File: config.mk
export PLATFORM = sky130hd
export DESIGN_NAME = serial_addsub
export DESIGN_NICKNAME = d
export VERILOG_FILES = /design/src/rtl/serial_addsub.sv
export SDC_FILE = /design/constraint.sdc
export NUM_CORES = 1
export LEC_CHECK = 0
export BUFFER_PORTS_ARGS = -buffer_cell sky130_fd_sc_hd__buf_4
export CAP_MARGIN = 40
export CORE_MARGIN = 2
export CORE_UTILIZATION = 40
export DETAILED_ROUTE_END_ITERATION = 7
export HOLD_SLACK_MARGIN = 0.02
export PLACE_DENSITY = 0.72
export SYNTH_ARGS = -nofsm -noshare
export SYNTH_HDL_FRONTEND = slang
export SYNTH_SLANG_ARGS = --single-unit
File: constraint.sdc
create_clock -name clk -period 2.09 [get_ports clk]
set_input_delay 0 -clock clk [delete_from_list [all_inputs] [get_ports clk]]
set_output_delay 0 -clock clk [all_outputs]
set_load 0.03 [all_outputs]
File: src/rtl/serial_addsub.sv
// -----------------------------------------------------------------------------
// serial_addsub
//
// Digit-serial two's complement adder/subtractor. Each operation takes
// WIDTH/DIGIT clock cycles. Every cycle it processes DIGIT bits, starting with
// the least significant digit. The carry is kept in a register between digits.
//
// Parameters
//   WIDTH  operand/result width in bits (>= 2)
//   DIGIT  bits processed per clock (1 <= DIGIT <= WIDTH, WIDTH % DIGIT == 0)
//
// Ports
//   clk    in   sole clock, rising edge
//   rst    in   asynchronous active-high reset
//   start  in   request a new operation (accepted in IDLE or DONE)
//   a, b   in   operands, captured when start is accepted
//   op     in   0 = a + b, 1 = a - b; captured when start is accepted
//   sum    out  registered result
//   cout   out  carry out of the MSB (for subtract: 1 = no borrow)
//   ovf    out  signed overflow of the operation
//   busy   out  high while the operation is running
//   done   out  one-cycle pulse when sum/cout/ovf have just been updated
//
// Configuration macro
//   SERIAL_ADDSUB_SAT_EN  when defined, an overflowing result saturates to the
//                         most positive or most negative value. The sign
//                         follows the MSB of a. cout and ovf are not changed.
// -----------------------------------------------------------------------------
module serial_addsub #(
  parameter int WIDTH = 8,
  parameter int DIGIT = 1
) (
  input  logic             clk,
  input  logic             rst,
  input  logic             start,
  input  logic [WIDTH-1:0] a,
  input  logic [WIDTH-1:0] b,
  input  logic             op,
  output logic [WIDTH-1:0] sum,
  output logic             cout,
  output logic             ovf,
  output logic             busy,
  output logic             done
);

  localparam int STEPS = WIDTH / DIGIT;
  localparam int CNT_W = $clog2(STEPS + 1);
  localparam logic [CNT_W-1:0] LAST_STEP = CNT_W'(STEPS - 1);

  typedef enum logic [1:0] {
    IDLE = 2'd0,
    RUN  = 2'd1,
    DONE = 2'd2
  } state_t;

  state_t           state_q, state_d;
  logic [WIDTH-1:0] a_q, a_d;
  logic [WIDTH-1:0] b_q, b_d;
  logic [WIDTH-1:0] res_q, res_d;
  logic [WIDTH-1:0] sum_q, sum_d;
  logic             op_q, op_d;
  logic             carry_q, carry_d;
  logic             cout_q, cout_d;
  logic             ovf_q, ovf_d;
  logic [CNT_W-1:0] step_q, step_d;

  // Digit datapath. The operand registers shift right, so the current digit
  // is always in their low DIGIT bits.
  logic [DIGIT-1:0] a_dig;
  logic [DIGIT-1:0] b_dig;
  logic [DIGIT:0]   dig_sum;
  logic             dig_cout;
  logic             msb_cin;
  logic [WIDTH-1:0] res_shift;
  logic [WIDTH-1:0] fin_sum;

  assign a_dig    = a_q[DIGIT-1:0];
  assign b_dig    = b_q[DIGIT-1:0] ^ {DIGIT{op_q}};
  assign dig_sum  = {1'b0, a_dig} + {1'b0, b_dig} + {{DIGIT{1'b0}}, carry_q};
  assign dig_cout = dig_sum[DIGIT];
  // Carry into the top bit of this digit. Recover it from that bit's sum and
  // its two inputs. On the last digit, this is the carry into the word's MSB.
  assign msb_cin  = dig_sum[DIGIT-1] ^ a_dig[DIGIT-1] ^ b_dig[DIGIT-1];

  // The new digit enters at the top. After STEPS shifts, the first digit has
  // reached the LSB position.
  assign res_shift = (res_q >> DIGIT)
                   | (WIDTH'(dig_sum[DIGIT-1:0]) << (WIDTH - DIGIT));

`ifdef SERIAL_ADDSUB_SAT_EN
  always_comb begin
    fin_sum = res_shift;
    if (msb_cin ^ dig_cout) begin
      // On the last digit, a_dig[DIGIT-1] holds the MSB of a.
      fin_sum = a_dig[DIGIT-1] ? {1'b1, {(WIDTH-1){1'b0}}}
                               : {1'b0, {(WIDTH-1){1'b1}}};
    end
  end
`else
  assign fin_sum = res_shift;
`endif

  // Next-state and datapath control
  always_comb begin
    state_d = state_q;
    a_d     = a_q;
    b_d     = b_q;
    op_d    = op_q;
    carry_d = carry_q;
    res_d   = res_q;
    step_d  = step_q;
    sum_d   = sum_q;
    cout_d  = cout_q;
    ovf_d   = ovf_q;

    case (state_q)
      IDLE, DONE: begin
        if (start) begin
          a_d     = a;
          b_d     = b;
          op_d    = op;
          carry_d = op;     // +1 completes the two's complement of b
          res_d   = '0;
          step_d  = '0;
          state_d = RUN;
        end else if (state_q == DONE) begin
          state_d = IDLE;
        end
      end

      RUN: begin
        a_d     = a_q >> DIGIT;
        b_d     = b_q >> DIGIT;
        carry_d = dig_cout;
        res_d   = res_shift;
        if (step_q == LAST_STEP) begin
          step_d  = '0;
          sum_d   = fin_sum;
          cout_d  = dig_cout;
          ovf_d   = msb_cin ^ dig_cout;
          state_d = DONE;
        end else begin
          step_d = step_q + CNT_W'(1);
        end
      end

      default: state_d = IDLE;
    endcase
  end

  always_ff @(posedge clk or posedge rst) begin
    if (rst) begin
      state_q <= IDLE;
      a_q     <= '0;
      b_q     <= '0;
      op_q    <= 1'b0;
      carry_q <= 1'b0;
      res_q   <= '0;
      step_q  <= '0;
      sum_q   <= '0;
      cout_q  <= 1'b0;
      ovf_q   <= 1'b0;
    end else begin
      state_q <= state_d;
      a_q     <= a_d;
      b_q     <= b_d;
      op_q    <= op_d;
      carry_q <= carry_d;
      res_q   <= res_d;
      step_q  <= step_d;
      sum_q   <= sum_d;
      cout_q  <= cout_d;
      ovf_q   <= ovf_d;
    end
  end

  assign sum  = sum_q;
  assign cout = cout_q;
  assign ovf  = ovf_q;
  assign busy = (state_q == RUN);
  assign done = (state_q == DONE);

endmodule

* Word-level counts from Yosys, hierarchy flattened
Index checks and enable logic that the tools add are counted. W data, S select, Z words.
Word-level totals: register bits after elaboration 42, bits in latches 0, memory bits (writable) 0, memory bits (read-only) 0, input port bits 20, memories kept 0
Operators by class: $add $sub $neg 3, multipliers 0, divide/modulo/power cells 0, magnitude comparators 0, eq/ne operators 6, shifts and indexed selects 0, mux-type cells 15, bitwise logic cells 5, reduce and logical (&&, ||, !) cells 7
Operator list (count):
- $pmux W8 S2 | 3
- $mux W8 | 3
- $mux W4 | 2
- $or A7 B8 Y8 | 1
- $pmux W4 S2 | 1
- $reduce_and A2 Y1 | 4
- $mux W2 | 3
- $add A4 B1 Y4 const B | 1
- $eq A4 B3 Y1 const B | 1
- $pmux W2 S2 | 1
- $xor A1 B1 Y1 | 4
- $ne A3 B3 Y1 const B | 1
- $add A1 B1 Y2 | 1
- $add A2 B1 Y2 | 1
- $eq A2 B1 Y1 const B | 1
- $eq A2 B2 Y1 const B | 1
- $logic_not A2 Y1 | 1
- $ne A2 B1 Y1 const B | 1
- $ne A2 B2 Y1 const B | 1
- $pmux W1 S2 | 1
- $reduce_bool A2 Y1 | 1
- $reduce_or A2 Y1 | 1
- $mux W1 | 1

* Longest topological paths before layout
Gate-level depths: netlist of the first run.
depth after elaboration 6, depth in mapped cells 6, gate-level depth less buffers 5

* Worst setup path after synthesis of the first run
No wires, ideal clock.
path type reg-to-reg, from reg op_q, to reg ovf_q (netlist: ovf), arrival time 1.430 ns, required time 1.965 ns, slack 0.536 ns, stages on the path, launching flop included 6, path buffers 0, cells stage by stage dfrtp_1 xnor2_1 fa_1 xor2_1 xnor2_1 mux2_2
On the way: cells in the longest elaborated chain, start to end 6
RTL lines:
- from (decl) | RTL line 61 | logic op_q, op_d;
- from (signal assigned) | RTL line 167 | op_q <= op_d;
- $xor A1 B1 Y1 (*) | RTL line 78 | assign b_dig = b_q[DIGIT-1:0] ^ {DIGIT{op_q}};
- $add A1 B1 Y2 | RTL line 79 | assign dig_sum = {1'b0, a_dig} + {1'b0, b_dig} + {{DIGIT{1'b0}}, carry_q};
- $add A2 B1 Y2 | RTL line 79
- $xor A1 B1 Y1 (2 in a row) | RTL line 83 | assign msb_cin = dig_sum[DIGIT-1] ^ a_dig[DIGIT-1] ^ b_dig[DIGIT-1];
- $xor A1 B1 Y1 (*) | RTL line 140 | ovf_d = msb_cin ^ dig_cout;
- to (signal assigned) | RTL line 173 | ovf_q <= ovf_d;
- to (decl) | RTL line 64 | logic ovf_q, ovf_d;
Mark *: on every way between the ends. The rest lies on a longest branch, timed or not. A chain may end at the register's enable or synchronous reset.

* Worst setup path in the final report of the first run
from reg a_q[0], to reg ovf_q (netlist: ovf)
On the way: cells in the longest elaborated chain, start to end 5
RTL lines:
- from (decl) | RTL line 57 | logic [WIDTH-1:0] a_q, a_d;
- from (signal assigned) | RTL line 154 | a_q <= '0;
- from (signal assigned) | RTL line 165 | a_q <= a_d;
- $add A1 B1 Y2 | RTL line 79
- $add A2 B1 Y2 | RTL line 79
- $xor A1 B1 Y1 (2 in a row) | RTL line 83
- $xor A1 B1 Y1 (*) | RTL line 140
Marked as above.

==> results.yml, run 1 <==
sta:
  fin_skew_ns: 0.006306
  timing.final.max_slew_violations: 0
  finalSetupViolCount: 0
  post-route-worst-setup-slack_ns: 0.4650
  fin_crit_ns: 1.625
  rsz0062_at_grt: "no"
  tightestPinTransition_ns: 0.7246
  slew_headroom: 0.5169
  finalCritPeriodShare: 0.7775
  max_clock_freq_mhz: 615.4
  hold_viol: 0
  final_tns_setup_ns: 0
cts:
  clock-sinks: 41
  cts_root_buf: "sky130_fd_sc_hd__clkbuf_8"
  postCtsSetupRepairBufs: 0
  tritoncts_clock_tree: "built"
  clkTransAtPathRegs_ns: 0.08
  clock_latency_ns: 0.29
  clk_path_buf_depth: 2
  cts_max_level: 2
  numCtsBuffers: 5
place:
  preCtsSetupSlack_ns: 0.4672
  place_congestion: 0.7332
  place.port_buffers: 31
  post-dp-hpwl_um: 2149
  dp_cells: 224
power_and_ir_drop:
  total_leakage_power_uw: 0.001076
  design_power_total_uw: 3546
  peakVddDrop_mv: 0.5982
  power.density_mw_per_mm2: 1555
floorplan:
  die_width_um: 70.20
  die_h_um: 70.20
  initial_utilization: 0.4082
  fp-row-count: 24
  ioPinCount: 32
  core_region_area_mm2: 0.004294
  dieArea_mm2: 0.004928
synth:
  most_frequent_cell_after_synthesis: "sky130_fd_sc_hd__dfrtp_1"
  synth-async-reset-ratio: 1.000
  post_synth_inst_count: 147
  syn-num-nets: 170
  synth_area_leaders: "sky130_fd_sc_hd__dfrtp_1, sky130_fd_sc_hd__mux2_2, sky130_fd_sc_hd__o22ai_1"
  synth_warnings: 0
  ys_ff_latch: 41
  synth.cells.most_frequent: "sky130_fd_sc_hd__dfrtp_1, sky130_fd_sc_hd__o22ai_1, sky130_fd_sc_hd__nor2_1, sky130_fd_sc_hd__nor3_1, sky130_fd_sc_hd__a22o_1"
  number_of_enable_type_register_cells_in_the_synthesized_netlist: 0
  netlist-cell-type-count: 31
  synth.yosys.seq_area_share: 0.5853
  syn_area_mm2: 0.001753
  postSynth.topFlopCell: "sky130_fd_sc_hd__dfrtp_1"
  synth_top_cell_area_share: 0.5853
  postSynthAreaPerCell_um2: 11.92
  synth_largest_area_cell: "sky130_fd_sc_hd__dfrtp_1"
global_route:
  grt_first_pass_wirelength_um: 5961
  antenna_found_initial: 0
  grt_usage: 0.1563
  grt_max_degree: 42
  grt_overflow: 0
  vias_in_the_first_global_route: 1313
outcome:
  outcome: "finished, final reports clean"
setup_path:
  worst_path_largest_cell_delay_ns: 0.48
  worst_path_arrival_time_ns: 1.80
  critical_path_type: "flop to flop"
  timing.critical_path.depth: 5
  start_kind: "flop"
  timing.reg2reg.worst_path_depth: 5
  critPathSlowestCell: "sky130_fd_sc_hd__fa_1"
  cp_cell_sequence: "inv_1, fa_1, xor2_1, xnor2_1, mux2_2"
  timing.critical_path.buf_inv: 1
  critPathCaptureType: "flop"
  critPathTopFamily: "adder cells"
  cp.required_ns: 2.26
  path_max_fanout: 3
cells_and_area:
  drive_above_1_share: 0.2690
  number_of_inserted_filler_cells_in_the_final_layout: 385
  multiInputGateArea_um2: 641.9
  seqCellArea_mm2: 0.001026
  syn2layout_area_growth_pct: 30.05
  nets: 220
  n_antenna_cell: 0
  final_cells: 249
route:
  detail_route.wl_per_cell_um: 13.84
  drt_pass1_iterations: 4
  detail_route.drc_violations: 0
  via_per_inst: 5.129
  wl_um: 3445
  drt_iter0_drc: 88
  ant_nets: 0
  vias: 1277
hold_path:
  hp-class: "primary input to flop"
  worst_hold_path.num_cells: 4
run:
  drv_cap: 0
-- cells in the final DEF (no fill, tap or decap), types with 2 or more instances in the layout --
master	n
sky130_fd_sc_hd__nand2_1	6
sky130_fd_sc_hd__xnor2_1	2
sky130_fd_sc_hd__nor3_1	13
sky130_fd_sc_hd__mux2_2	8
sky130_fd_sc_hd__nor2_1	13
sky130_fd_sc_hd__o22ai_1	14
sky130_fd_sc_hd__clkbuf_8	6
sky130_fd_sc_hd__buf_4	35
sky130_fd_sc_hd__nand3_1	2
sky130_fd_sc_hd__dfrtp_1	41
sky130_fd_sc_hd__o31ai_1	2
sky130_fd_sc_hd__a22o_1	9
sky130_fd_sc_hd__inv_1	3
sky130_fd_sc_hd__nand2b_1	3
sky130_fd_sc_hd__dlygate4sd3_1	18
sky130_fd_sc_hd__a21oi_1	2
sky130_fd_sc_hd__o21ai_0	3
sky130_fd_sc_hd__nor2b_1	2
sky130_fd_sc_hd__ha_1	2
-- flip-flops by register name, indices dropped and copies added (netlist names) --
| signal | cells |
|---|---|
| sum | 8 |
| res_q | 7 |
| carry_q | 1 |
| state_q | 2 |
| cout | 1 |
| op_q | 1 |
| ovf | 1 |
| step_q | 4 |
| a_q | 8 |
| b_q | 8 |
-- kinds of logic (layout without fill, tap and decap cells) --
kind of cell / count (synthesis) / in the layout / synth area share
muxes: 8 / 8 / 0.05139
xor gates and xnor gates: 3 / 3 / 0.01499
adders and majority gates: 3 / 3 / 0.02569
buffers and inverters: 14 / 64 / 0.04854
DFF: 41 / 41 / 0.5853
and+or+nand+nor: 44 / 44 / 0.1378
AOI/OAI and AO/OA: 34 / 34 / 0.1363
-- tightest hold or removal path, cell delays in order --
cell and delay (ns):
sky130_fd_sc_hd__buf_4 0.09, sky130_fd_sc_hd__nor2b_1 0.25, sky130_fd_sc_hd__nor2_4 0.13, sky130_fd_sc_hd__o2bb2ai_1 0.14
-- final timing paths --
kind | to | startpoint | slack [ns]
hold reg to reg | op_q | op_q | 0.50
setup reg to reg | ovf | a_q[0] | 0.46
hold / removal | res_q[7] | start | 0.36
max in group asynchronous | b_q[7] | rst | 1.35
setup / recovery | ovf | a_q[0] | 0.46
min in group asynchronous | sum[3] | rst | 0.39
-- stage by stage --
stage               instance area, um2    util  hold slack, ns
global placement                  2013  0.4688          0.1627
floorplan                         1753       -          0.1233
CTS                               2280  0.5309          0.3539
detailed placement                2013  0.4688          0.1619
global route                      2280  0.5309          0.4045
finish                            2280  0.5309          0.3597
-- layout make-up --
cell class	instances	share of cell area
Clock buffer	7	0.03787
Sequential cell	41	0.4501
Timing Repair Buffer	53	0.1943
Tap cell	52	0.02854
Multi-Input combinational cell	92	0.2816
Inverter	4	0.007684
-- per-layer routing --
metal | share of wire | global-route usage
met5 | 0 | 0
met4 | 0.017 | 0.06838
met3 | 0.039 | 0.05339
met2 | 0.47 | 0.2275
met1 | 0.47 | 0.2123
-- power breakdown --
part           total, uW  switching (uW)  leakage [uW]  internal, uW
logic               1640             924      0.000526           719
clock network        513             251     0.0000443           262
registers           1390             223      0.000506          1170
-- timing repair --
item / 4_1_cts / 5_1_grt
hold buffers: 18 / 0
hold endpoints to repair: 59 / 0
resized for setup: 0 / 0
Power figures use the tool's default switching activity.
==> inputs of run 2 (changes only) <==
ABC_AREA = 1   (was not set)
PLACE_DENSITY = 0.71   (was 0.72)
clock period = 1.55 ns   (was 2.09 ns; I/O delays follow)
==> results.yml, run 2 <==
setup_path:
  critical_path_type: "flop to flop"
  worst_flop_to_flop_path_endpoint: "ovf"
  path_max_fanout: 4
  timing.reg2reg.worst_path_depth: 7
  cp.required_ns: 1.79
  start_kind: "flop"
  r2r_slack_ns: 0.12
  worst_path_arrival_time_ns: 1.67
  worstReg2RegStart: "op_q"
  crit_start: "op_q"
  critPathCaptureType: "flop"
place:
  place_congestion: 0.7479
  dp_cells: 278
  post-dp-hpwl_um: 2255
  place.port_buffers: 31
cells_and_area:
  n_antenna_cell: 0
  syn2layout_area_growth_pct: 30.71
  seqCellArea_mm2: 0.001026
  final_cells: 303
  nets: 274
  postLayoutCoreUtil: 0.5443
  number_of_inserted_filler_cells_in_the_final_layout: 398
  drive_above_1_share: 0.2311
  layout_commonest_cell: "sky130_fd_sc_hd__nor2_1"
  multiInputGateArea_um2: 661.9
  mostFrequentLayoutCells: "sky130_fd_sc_hd__nor2_1, sky130_fd_sc_hd__dfrtp_1, sky130_fd_sc_hd__nand2_1"
floorplan:
  die_width_um: 71.33
  initial_utilization: 0.4164
  dieArea_mm2: 0.005087
  die_h_um: 71.33
  ioPinCount: 32
  fp-row-count: 24
  core_region_area_mm2: 0.004354
global_route:
  grt_max_degree: 42
  grt_first_pass_wirelength_um: 6458
  vias_in_the_first_global_route: 1449
  grt_usage: 0.1660
  antenna_found_initial: 0
  grt_overflow: 0
synth:
  postSynth.topFlopCell: "sky130_fd_sc_hd__dfrtp_1"
  synth_largest_area_cell: "sky130_fd_sc_hd__dfrtp_1"
  ys_ff_latch: 41
  post_synth_inst_count: 198
  synth_top_cell_area_share: 0.5659
  syn-num-nets: 221
  most_frequent_cell_after_synthesis: "sky130_fd_sc_hd__nor2_1"
  synth_area_leaders: "sky130_fd_sc_hd__dfrtp_1, sky130_fd_sc_hd__nor2_1, sky130_fd_sc_hd__nand2_1"
  synth.yosys.seq_area_share: 0.5659
  netlist-cell-type-count: 22
  synth_warnings: 0
  number_of_enable_type_register_cells_in_the_synthesized_netlist: 0
  synth-async-reset-ratio: 1.000
  postSynthAreaPerCell_um2: 9.157
  syn_area_mm2: 0.001813
  synth.cells.most_frequent: "sky130_fd_sc_hd__nor2_1, sky130_fd_sc_hd__dfrtp_1, sky130_fd_sc_hd__nand2_1, sky130_fd_sc_hd__inv_1, sky130_fd_sc_hd__nor3_1"
run:
  drv_cap: 0
cts:
  numCtsBuffers: 5
  postCtsSetupRepairBufs: 0
  clock_latency_ns: 0.29
  cts_max_level: 2
  clock-sinks: 41
  clkTransAtPathRegs_ns: 0.08
  clk_path_buf_depth: 2
  tritoncts_clock_tree: "built"
  cts_root_buf: "sky130_fd_sc_hd__clkbuf_8"
route:
  wl_um: 3553
  vias: 1428
  drt_pass1_iterations: 4
  detail_route.drc_violations: 0
  ant_nets: 0
  drt_iter0_drc: 63
  via_per_inst: 4.713
  detail_route.wl_per_cell_um: 11.73
sta:
  fin_crit_ns: 1.430
  timing.final.max_slew_violations: 0
  tightestPinTransition_ns: 0.5068
  finalSetupViolCount: 0
  max_clock_freq_mhz: 699.2
  final_tns_setup_ns: 0
  fin_skew_ns: 0.009229
  slew_headroom: 0.6621
  rsz0062_at_grt: "no"
  finalHoldWorstSlack_ns: 0.1500
  hold_viol: 0
  finalCritPeriodShare: 0.9227
hold_path:
  hp-class: "primary input to flop"
  hold-path-endpoint: "state_q[0]"
  hp-start: "start"
  worst_hold_path.num_cells: 4
power_and_ir_drop:
  total_leakage_power_uw: 0.001192
  design_power_total_uw: 4960
  peakVddDrop_mv: 0.7946
  power.density_mw_per_mm2: 2093
outcome:
  outcome: "finished, final reports clean"
[run 2: cell count changes in the layout (fill, tap and decap cells not counted), moves of 3 or more]
cell	change
sky130_fd_sc_hd__nor2_1	+31
sky130_fd_sc_hd__nand2_1	+29
sky130_fd_sc_hd__inv_1	+15
sky130_fd_sc_hd__a22o_1	-9
sky130_fd_sc_hd__o21ai_2	+9
sky130_fd_sc_hd__mux2_2	-8
sky130_fd_sc_hd__o22ai_1	-7
sky130_fd_sc_hd__nand3_1	+5
sky130_fd_sc_hd__nand2_4	+3
sky130_fd_sc_hd__nand2b_1	-3
[run 2: per-layer routing]
layer	part of all wire	wire length, um	global-route usage	vias to the layer above
met5	0	0	0	-
met4	0.020	70	0.07547	0
met3	0.045	160	0.04641	6
met2	0.48	1714	0.2840	30
met1	0.45	1608	0.1936	660
li1	-	-	-	732
[run 2: what timing repair did]
action / 4_1_cts / 5_1_grt
hold endpoints to repair: 59 / 0
hold buffers: 18 / 0
endpoints found under the setup margin: 0 / 0
resized for setup: 0 / 0
[run 2: critical path, stage by stage, from the launching register on]
cell,delay [ns]
sky130_fd_sc_hd__dfrtp_1,0.40
sky130_fd_sc_hd__xnor2_1,0.14
sky130_fd_sc_hd__fa_1,0.44
sky130_fd_sc_hd__inv_1,0.12
sky130_fd_sc_hd__nand2_1,0.06
sky130_fd_sc_hd__nand3_1,0.08
sky130_fd_sc_hd__nand3_1,0.07
sky130_fd_sc_hd__nand2_1,0.06
[run 2: report_power, final]
part / internal [uW] / switching, uW
logic: 871 / 1410
registers: 1580 / 275
clock network: 468 / 354
[run 2: logic make-up (layout without fill, tap and decap cells)]
family / after synthesis / in the layout / share of synthesized area
buf+inv: 26 / 79 / 0.06901
fa+ha+maj: 3 / 3 / 0.02484
flops: 41 / 41 / 0.5659
simple gates: 105 / 105 / 0.2512
xor+xnor: 1 / 1 / 0.004832
compound gates: 22 / 22 / 0.08420
[run 2: worst max path at each step]
stage	slack (ns)	end	depth (start not counted)
floorplan	0.23	ovf	7
global placement	0.19	ovf	7
detailed placement	0.12	ovf	7
CTS	0.10	ovf	7
global route	0.03	ovf	7
finish	0.12	ovf	7
[run 2: stage by stage]
stage | worst slack, ns | cell area (um2)
after floorplan | 0.2308 | 1813
after global placement | 0.1891 | 2086
after detailed placement | 0.1198 | 2086
after CTS | 0.1002 | 2370
after global routing | 0.03152 | 2370
final | 0.1197 | 2370
[run 2: cell type report]
class | instances | share of cell area
clock buffer | 5 | 0.02904
clock inverter | 2 | 0.01478
inverter | 20 | 0.03273
multi-input combinational | 131 | 0.2793
sequential | 41 | 0.4329
tap | 52 | 0.02746
timing repair buffer | 52 | 0.1837
==> inputs of run 3 (changes only) <==
CORE_UTILIZATION = 54   (was 40)
PLACE_DENSITY = 0.88   (was 0.71)
==> results.yml, run 3 (synthesized netlist as in run 2, its figures left out) <==
cells_and_area:
  syn2layout_area_growth_pct: 30.78
  number_of_inserted_filler_cells_in_the_final_layout: 239
  layout_commonest_cell: "sky130_fd_sc_hd__nor2_1"
  multiInputGateArea_um2: 661.9
  n_antenna_cell: 0
  mostFrequentLayoutCells: "sky130_fd_sc_hd__nor2_1, sky130_fd_sc_hd__dfrtp_1, sky130_fd_sc_hd__nand2_1, sky130_fd_sc_hd__buf_4, sky130_fd_sc_hd__dlygate4sd3_1"
  final_cells: 301
  nets: 277
  drive_above_1_share: 0.2314
  seqCellArea_mm2: 0.001026
floorplan:
  core_region_area_mm2: 0.003284
  dieArea_mm2: 0.003837
  die_h_um: 61.94
  ioPinCount: 32
  initial_utilization: 0.5520
  fp-row-count: 21
  die_width_um: 61.94
setup_path:
  path_max_fanout: 4
  timing.reg2reg.worst_path_depth: 7
  cp.required_ns: 1.86
  start_kind: "flop"
  critical_path_type: "flop to flop"
  worst_path_arrival_time_ns: 1.76
  worstReg2RegStart: "a_q[0]"
  worst_flop_to_flop_path_endpoint: "ovf"
  r2r_slack_ns: 0.1
  critPathCaptureType: "flop"
  timing.critical_path.to: "ovf"
  crit_start: "a_q[0]"
power_and_ir_drop:
  power.combinational.fraction: 0.476
  sequentialPowerShare: 0.376
  clock_power_share: 0.149
  peakVddDrop_mv: 1.149
  total_leakage_power_uw: 0.001199
  switching_pwr_uw: 2117
  power.density_mw_per_mm2: 2096
  net_switching_share_of_the_total_power: 0.4261
  intPower_uw: 2852
sta:
  finalCritPeriodShare: 0.9359
  rsz0062_at_grt: "no"
  hold_viol: 0
  slew_headroom: 0.6680
  final_tns_setup_ns: 0
  fin_crit_ns: 1.451
  timing.final.max_slew_violations: 0
  max_clock_freq_mhz: 689.4
  finalSetupViolCount: 0
  tightestPinTransition_ns: 0.4980
  fin_skew_ns: 0.01073
cts:
  clkTransAtPathRegs_ns: 0.13
  ctsResizeCount: 0
  cts_root_buf: "sky130_fd_sc_hd__clkbuf_4"
  numCtsBuffers: 5
  cts_max_level: 2
  clock-sinks: 41
  clk_path_buf_depth: 2
  clock_latency_ns: 0.36
  tritoncts_clock_tree: "built"
route:
  detail_route.drc_violations: 0
  via_per_inst: 4.940
  vias: 1487
  detail_route.wl_per_cell_um: 12.71
  drt_pass1_iterations: 4
  ant_nets: 0
  drt_iter0_drc: 75
  wl_um: 3825
global_route:
  antenna_found_initial: 0
  grt_first_pass_wirelength_um: 6244
  grt_overflow: 0
  grt_max_degree: 42
  vias_in_the_first_global_route: 1471
  grt_usage: 0.2288
place:
  place.port_buffers: 31
  dp_cells: 273
  place_congestion: 0.7664
  post-dp-hpwl_um: 2449
run:
  drv_cap: 0
outcome:
  outcome: "finished, final reports clean"
hold_path:
  hp-class: "primary input to async pin"
## run 3: cell count changes in the layout (fill, tap and decap cells not counted), sizes merged
cell and change:
clkinv -1, buf +1, dlygate4sd3 +2, clkbuf +2
## run 3: metrics by stage
step           hold slack [ns]  utilization  area (um2)  total power [uW]  worst slack [ns]
2_1_floorplan           0.1266            -        1813              3604            0.2308
3_3_place_gp            0.1559       0.6350        2086              4071            0.1957
3_5_place_dp            0.1591       0.6350        2086              4208            0.1143
4_1_cts                 0.3158       0.7219        2371              4982           0.08426
5_1_grt                 0.3846       0.7219        2371              5406          0.006593
6_report                0.3329       0.7219        2371              4970           0.09937
## run 3: cell type report
type / count / area share
Inverter: 20 / 0.03272
Tap cell: 46 / 0.02427
Sequential cell: 41 / 0.4327
Timing Repair Buffer: 55 / 0.1953
Clock inverter: 1 / 0.01266
Clock buffer: 7 / 0.02322
Multi-Input combinational cell: 131 / 0.2792
## run 3: worst min-delay path by stage
stage / startpoint / endpoint / slack, ns / depth (start not counted)
4_1_cts: rst / state_q[1] / 0.32 / 4
2_1_floorplan: a[7] / a_q[7] / 0.13 / 2
3_3_place_gp: rst / sum[0] / 0.16 / 3
3_5_place_dp: rst / sum[0] / 0.16 / 3
6_report: rst / step_q[3] / 0.33 / 4
5_1_grt: rst / sum[5] / 0.38 / 4
## run 3: timing repair
| item | 4_1_cts | 5_1_grt |
|---|---|---|
| hold buffers | 20 | 0 |
| hold endpoints to repair | 59 | 0 |
| buffers inserted | 0 | 0 |
## run 3: power groups by stage
stage	logic [uW]	clock network (uW)	registers, uW
floorplan	1540	0	2070
global placement	2220	0	1850
detailed placement	2320	0	1890
CTS	2370	746	1870
global route	2680	799	1930
finish	2360	739	1870
## run 3: routing by layer
layer	vias up	global-route usage	wire length [um]
met3	3	0.06832	172
met2	36	0.3914	1985
met4	0	0.05775	29
met5	-	0	0
li1	739	-	-
met1	709	0.2842	1637
## run 3: worst max-delay path: stages, from the launching register on
cell and delay, ns:
sky130_fd_sc_hd__dfrtp_1 0.42, sky130_fd_sc_hd__inv_1 0.09, sky130_fd_sc_hd__fa_1 0.49, sky130_fd_sc_hd__inv_1 0.12
sky130_fd_sc_hd__nand2_1 0.06, sky130_fd_sc_hd__nand3_1 0.08, sky130_fd_sc_hd__nand3_1 0.08, sky130_fd_sc_hd__nand2_1 0.07
